==> src/rtl/rs_encoder_stream.sv <==
// Streaming systematic Reed-Solomon encoder over GF(2^SYM_W): K message symbols in, N symbols out.
// Optional shortened-code support (per-codeword msgLen port) is enabled with `define RS_ENC_SHORTEN_EN.
module rs_encoder_stream #(
    parameter int SYM_W     = 4,
    parameter int N         = 15,
    parameter int K         = 9,
    parameter int PRIM_POLY = 'h13,
    parameter int FCR       = 1
) (
    input  logic             clk,
    input  logic             rst_n,
    input  logic             inValid,
    output logic             inReady,
    input  logic [SYM_W-1:0] inData,
    output logic             outValid,
    input  logic             outReady,
    output logic [SYM_W-1:0] outData,
    output logic             outFirst,
    output logic             outLast,
    output logic             busy,
`ifdef RS_ENC_SHORTEN_EN
    input  logic [$clog2(K+1)-1:0] msgLen,
`endif
    output logic [1:0]       dbgState
);
    localparam int NPAR  = N - K;
    localparam int CNT_W = $clog2(((K > NPAR) ? K : NPAR) + 1);
    localparam logic [SYM_W-1:0] POLY_LO = SYM_W'(PRIM_POLY);

    // Handshake: a symbol moves in on inValid & inReady and out on outValid & outReady.
    // The output register may load whenever it is empty or being drained this cycle.

    function automatic logic [SYM_W-1:0] gfMul(input logic [SYM_W-1:0] a, input logic [SYM_W-1:0] b);
        logic [SYM_W-1:0] acc;
        logic [SYM_W-1:0] x;
        acc = '0;
        x   = a;
        for (int i = 0; i < SYM_W; i++) begin
            if (b[i]) acc = acc ^ x;
            x = x[SYM_W-1] ? ((x << 1) ^ POLY_LO) : (x << 1);
        end
        return acc;
    endfunction

    // Expands prod (x + alpha^i) for i = FCR..FCR+NPAR-1; the monic top term is dropped.
    function automatic logic [NPAR*SYM_W-1:0] genPoly();
        logic [(NPAR+1)*SYM_W-1:0] c;
        logic [SYM_W-1:0] root;
        logic [SYM_W-1:0] lo;
        c = '0;
        c[SYM_W-1:0] = SYM_W'(1);
        root = SYM_W'(1);
        for (int i = 0; i < FCR; i++) root = gfMul(root, SYM_W'(2));
        for (int k = 0; k < NPAR; k++) begin
            for (int j = k + 1; j >= 0; j--) begin
                lo = '0;
                if (j > 0) lo = c[(j-1)*SYM_W +: SYM_W];
                c[j*SYM_W +: SYM_W] = lo ^ gfMul(c[j*SYM_W +: SYM_W], root);
            end
            root = gfMul(root, SYM_W'(2));
        end
        return c[NPAR*SYM_W-1:0];
    endfunction

    localparam logic [NPAR-1:0][SYM_W-1:0] GEN = genPoly();

    typedef enum logic [1:0] {IDLE = 2'd0, MSG = 2'd1, PAR = 2'd2} state_t;

    state_t                       state, stateNext;
    logic [CNT_W-1:0]             cnt;
    logic [CNT_W-1:0]             lenReg;
    logic [CNT_W-1:0]             firstLen;
    logic [NPAR-1:0][SYM_W-1:0]   par;
    logic [NPAR-1:0][SYM_W-1:0]   parNext;
    logic [SYM_W-1:0]             fb;
    logic                         slotFree;
    logic                         accept;
    logic                         lastMsg;
    logic                         lastPar;

`ifdef RS_ENC_SHORTEN_EN
    assign firstLen = (msgLen == '0 || msgLen > ($clog2(K+1))'(K)) ? CNT_W'(K) : CNT_W'(msgLen);
`else
    assign firstLen = CNT_W'(K);
`endif

    assign slotFree = !outValid || outReady;
    assign accept   = inValid && inReady;
    assign lastMsg  = (state == IDLE) ? (firstLen == CNT_W'(1)) : ((cnt + CNT_W'(1)) == lenReg);
    assign lastPar  = (cnt == CNT_W'(NPAR - 1));

    always_comb begin
        fb = inData ^ par[NPAR-1];
        parNext[0] = gfMul(fb, GEN[0]);
        for (int i = 1; i < NPAR; i++) parNext[i] = par[i-1] ^ gfMul(fb, GEN[i]);
    end

    always_ff @(posedge clk) begin
        if (!rst_n) state <= IDLE;
        else        state <= stateNext;
    end

    always_comb begin
        stateNext = state;
        case (state)
            IDLE:    if (accept) stateNext = lastMsg ? PAR : MSG;
            MSG:     if (accept && lastMsg) stateNext = PAR;
            PAR:     if (slotFree && lastPar) stateNext = IDLE;
            default: stateNext = IDLE;
        endcase
    end

    always_comb begin
        inReady  = (state == IDLE || state == MSG) && slotFree;
        busy     = (state != IDLE) || outValid;
        dbgState = state;
    end

    always_ff @(posedge clk) begin
        if (!rst_n) begin
            par      <= '0;
            cnt      <= '0;
            lenReg   <= '0;
            outValid <= 1'b0;
            outFirst <= 1'b0;
            outLast  <= 1'b0;
            outData  <= '0;
        end else if (accept) begin
            outData  <= inData;
            outValid <= 1'b1;
            outFirst <= (state == IDLE);
            outLast  <= 1'b0;
            par      <= parNext;
            if (lastMsg)            cnt <= '0;
            else if (state == IDLE) cnt <= CNT_W'(1);
            else                    cnt <= cnt + CNT_W'(1);
            if (state == IDLE) lenReg <= firstLen;
        end else if (state == PAR && slotFree) begin
            // Parity drains highest degree first; zeros shift in so p is clear for the next codeword.
            outData  <= par[NPAR-1];
            outValid <= 1'b1;
            outFirst <= 1'b0;
            outLast  <= lastPar;
            par      <= {par[NPAR-2:0], {SYM_W{1'b0}}};
            cnt      <= lastPar ? '0 : cnt + CNT_W'(1);
        end else if (outReady) begin
            outValid <= 1'b0;
            outFirst <= 1'b0;
            outLast  <= 1'b0;
        end
    end
endmodule
==> config.mk <==
export PLATFORM = sky130hd
export DESIGN_NAME = rs_encoder_stream
export DESIGN_NICKNAME = d
export VERILOG_FILES = /design/src/rtl/rs_encoder_stream.sv
export SDC_FILE = /design/constraint.sdc
export NUM_CORES = 1
export LEC_CHECK = 0
export ABC_AREA = 1
export CORE_AREA = 4 4 82 84
export DETAILED_ROUTE_END_ITERATION = 10
export DIE_AREA = 0 0 86 88
export PLACE_DENSITY_LB_ADDON = 0.12
export SLEW_MARGIN = 20
export SYNTH_ARGS = -nofsm -noshare
export SYNTH_HDL_FRONTEND = slang
export SYNTH_SLANG_ARGS = --single-unit
==> constraint.sdc <==
create_clock -name clk -period 1.89 [get_ports clk]
set_clock_uncertainty 0.05 [all_clocks]
set_input_delay 0.189 -clock clk [delete_from_list [all_inputs] [get_ports clk]]
set_output_delay 0.189 -clock clk [all_outputs]
set_load 0.05 [all_outputs]
==> flow_summary.json <==
{
  "fin_nets": 349,
  "cts_hold_buf": 0,
  "p_leak_nw": 1.23,
  "cts_resized": 0,
  "syn_inst": 311,
  "setup_viol": 0,
  "drt-total-wl_mm": 5.06,
  "dieWidth_um": 86,
  "slowest_delay_ns": 0.85,
  "antenna_found_initial": 0,
  "arrival_ns": 1.57,
  "rsz0062_at_grt": "no",
  "numClockSinks": 38,
  "syn-num-nets": 321,
  "period_share_pct": 95.6,
  "critPathCaptureType": "output port",
  "drt_iter0_drc": 91,
  "num_rows": 28,
  "start_util_pct": 36.5,
  "ys_ff_latch": 38,
  "power_density_nw_per_um2": 920,
  "switchingPower_w": 0.000786,
  "ys_seq_area_share_pct": 35.2,
  "peakVddDrop_mv": 0.330,
  "dp.cells": 407,
  "area_growth_pct": 18.3,
  "clkTransAtPathRegs_ns": 0.07,
  "setup_total_negative_slack_ns": 0,
  "clk_latency_ns": 0.28,
  "crit_slowest_cell": "clkdlybuf4s50_1",
  "swShare_pct": 33.5,
  "drive_gt1_share_pct": 14.7,
  "numPortBuffers": 18,
  "worst_slew_pin_slew_ns": 0.516,
  "grt_pass1_wl_mm": 8.71,
  "drt_pass1_iterations": 5,
  "cts-htree-levels": 2,
  "fmax_ghz": 0.553,
  "p_int_w": 0.00156,
  "gp_congestion": 0.835,
  "total_power_w": 0.00235,
  "final.fill_count": 618,
  "drtAntennaViolNets": 0,
  "crit_path_max_fanout": 4,
  "power.share.clock_pct": 28.6,
  "synthTopCellsByArea": "dfxtp_1 35%, nand2_1 14%, nand3_1 7.4%, inv_1 7.1%, a21oi_1 4.6%",
  "final_max_slew_viol_count": 0,
  "dp_hpwl_mm": 3.70,
  "hold_class": "reg -> reg",
  "syn_avg_cell_area_um2": 6.94,
  "dieArea_um2": 7570,
  "combPwrFrac_pct": 30.3,
  "n_antenna_cell": 0,
  "worst_ep_required_time_ns": 1.65,
  "grt_usage_pct": 14.6,
  "cp_num_buf_inv": 1,
  "status": "completed",
  "path_class": "reg -> out",
  "io_pins": 19,
  "drv_cap": 0,
  "die_h_um": 88,
  "yosysTopAreaCellShare_pct": 35.2,
  "post_cts_buffers": 0,
  "grt_pass1_vias": 1896,
  "relSlewSlack_pct": 65.5,
  "vias": 1996,
  "final_cells": 415,
  "viasPerCell": 4.81,
  "yosysWarnings": 0,
  "cts_tree": "done",
  "grt_overflow": 0,
  "post-route-min-period_ns": 1.81,
  "grt_max_degree": 27,
  "pwr-share-seq_pct": 41.1,
  "coreArea_um2": 5920,
  "cts_root_buffer": "clkbuf_8",
  "syn_area_um2": 2160,
  "wl_per_cell_um": 12.2,
  "yosysTopAreaCell": "dfxtp_1",
  "path_cells": "clkdlybuf4s50_1",
  "synth_cell_types": 34,
  "finalHoldViolCount": 0,
  "critical_path.startpoint_type": "register",
  "cp_top_family": "buffers and inverters",
  "clock_path_buffers": 2,
  "drc": 0,
  "cts_made_buffers": 5
}
metal layers:
metal  up-vias  part of all wire (%)  track usage (%)  routed length, µm
li1       1053                     -                -                  -
met1       917                    47             17.3               2400
met2        21                    49             26.1               2470
met3         5                   2.6             3.10                133
met4         0                   1.2             4.75                 60
met5         -                     0                0                  0
power by group through the flow:
stage	sequential [W]	combinational [W]	clock (W)
after detailed placement	0.000985	0.000716	0
final	0.000965	0.000713	0.000672
after global routing	0.000978	0.000805	0.000732
after global placement	0.000984	0.000713	0
after floorplan	0.00101	0.000497	0
after CTS	0.000966	0.000719	0.000698
placed cells by master, fill, tap and decap left out, drive strengths merged:
cell,count
nor4,1
o211ai,8
nor3,2
nand3,34
clkdlybuf4s50,16
o22ai,3
a21oi,20
dfxtp,38
bufinv,1
nand2,94
a31oi,2
nor2,10
buf,17
inv,48
or2,1
ha,2
o221ai,2
o21ai,20
and3,2
clkbuf,7
xnor2,2
xor2,8
nand4,2
kinds of logic after synthesis:
kind of cell    share of synthesized area, %
simple gates                            31.4
compound gates                          14.3
buf+inv                                 13.5
xor+xnor                                4.40
fa+ha+maj                               1.16
flops                                   35.2
synthesized netlist by cell type, drive strengths merged:
library cell	count
inv	48
nand4	2
o211ai	8
ha	2
nand2	94
o21ai	20
dfxtp	38
buf	10
xor2	8
o22ai	3
a21oi	20
nor4	1
xnor2	2
nand3	34
a31oi	2
nor3	2
clkbuf	1
nor2	10
bufbuf	1
o221ai	2
and3	2
or2	1
worst paths after layout:
path / from / to / slack, ns / cells past startpoint
worst max-delay path: dbgState[1]$_SDFFE_PN0P_ / dbgState[1] / 0.08 / 1
worst min-delay path: par[3]$_SDFFE_PN0P_ / par[3]$_SDFFE_PN0P_ / 0.43 / 2
worst max register to register: cnt[1]$_SDFFE_PN0P_ / cnt[3]$_SDFFE_PN0P_ / 0.27 / 7
worst min register to register: par[3]$_SDFFE_PN0P_ / par[3]$_SDFFE_PN0P_ / 0.43 / 2
registers in the layout (all words and copies together) (netlist names):
signal / count
outValid: 1
outFirst: 1
lenReg: 1
outData: 4
par: 24
dbgState: 2
outLast: 1
cnt: 4
layout make-up:
cell class              instances  area [µm²]  share of cell area (%)
clock buffers                   7        76.3                    2.99
inverters                      48         180                    7.06
flip-flops and latches         38         761                    29.8
well taps                      75        93.8                    3.67
clock inverters                 1        30.0                    1.18
multi-input cells             213        1110                    43.6
repair buffers                 33         300                    11.8
per-stage QoR:
stage	worst slack, ns	instance area [µm²]	util [%]	hold WS (ns)
floorplan	0.0460	2160	-	0.329
detailed placement	-0.0417	2450	41.3	0.421
global route	0.0337	2550	43.1	0.449
CTS	0.0597	2550	43.1	0.432
global placement	-0.00726	2450	41.3	0.416
finish	0.0830	2550	43.1	0.431
Power figures use the tool's default switching activity.
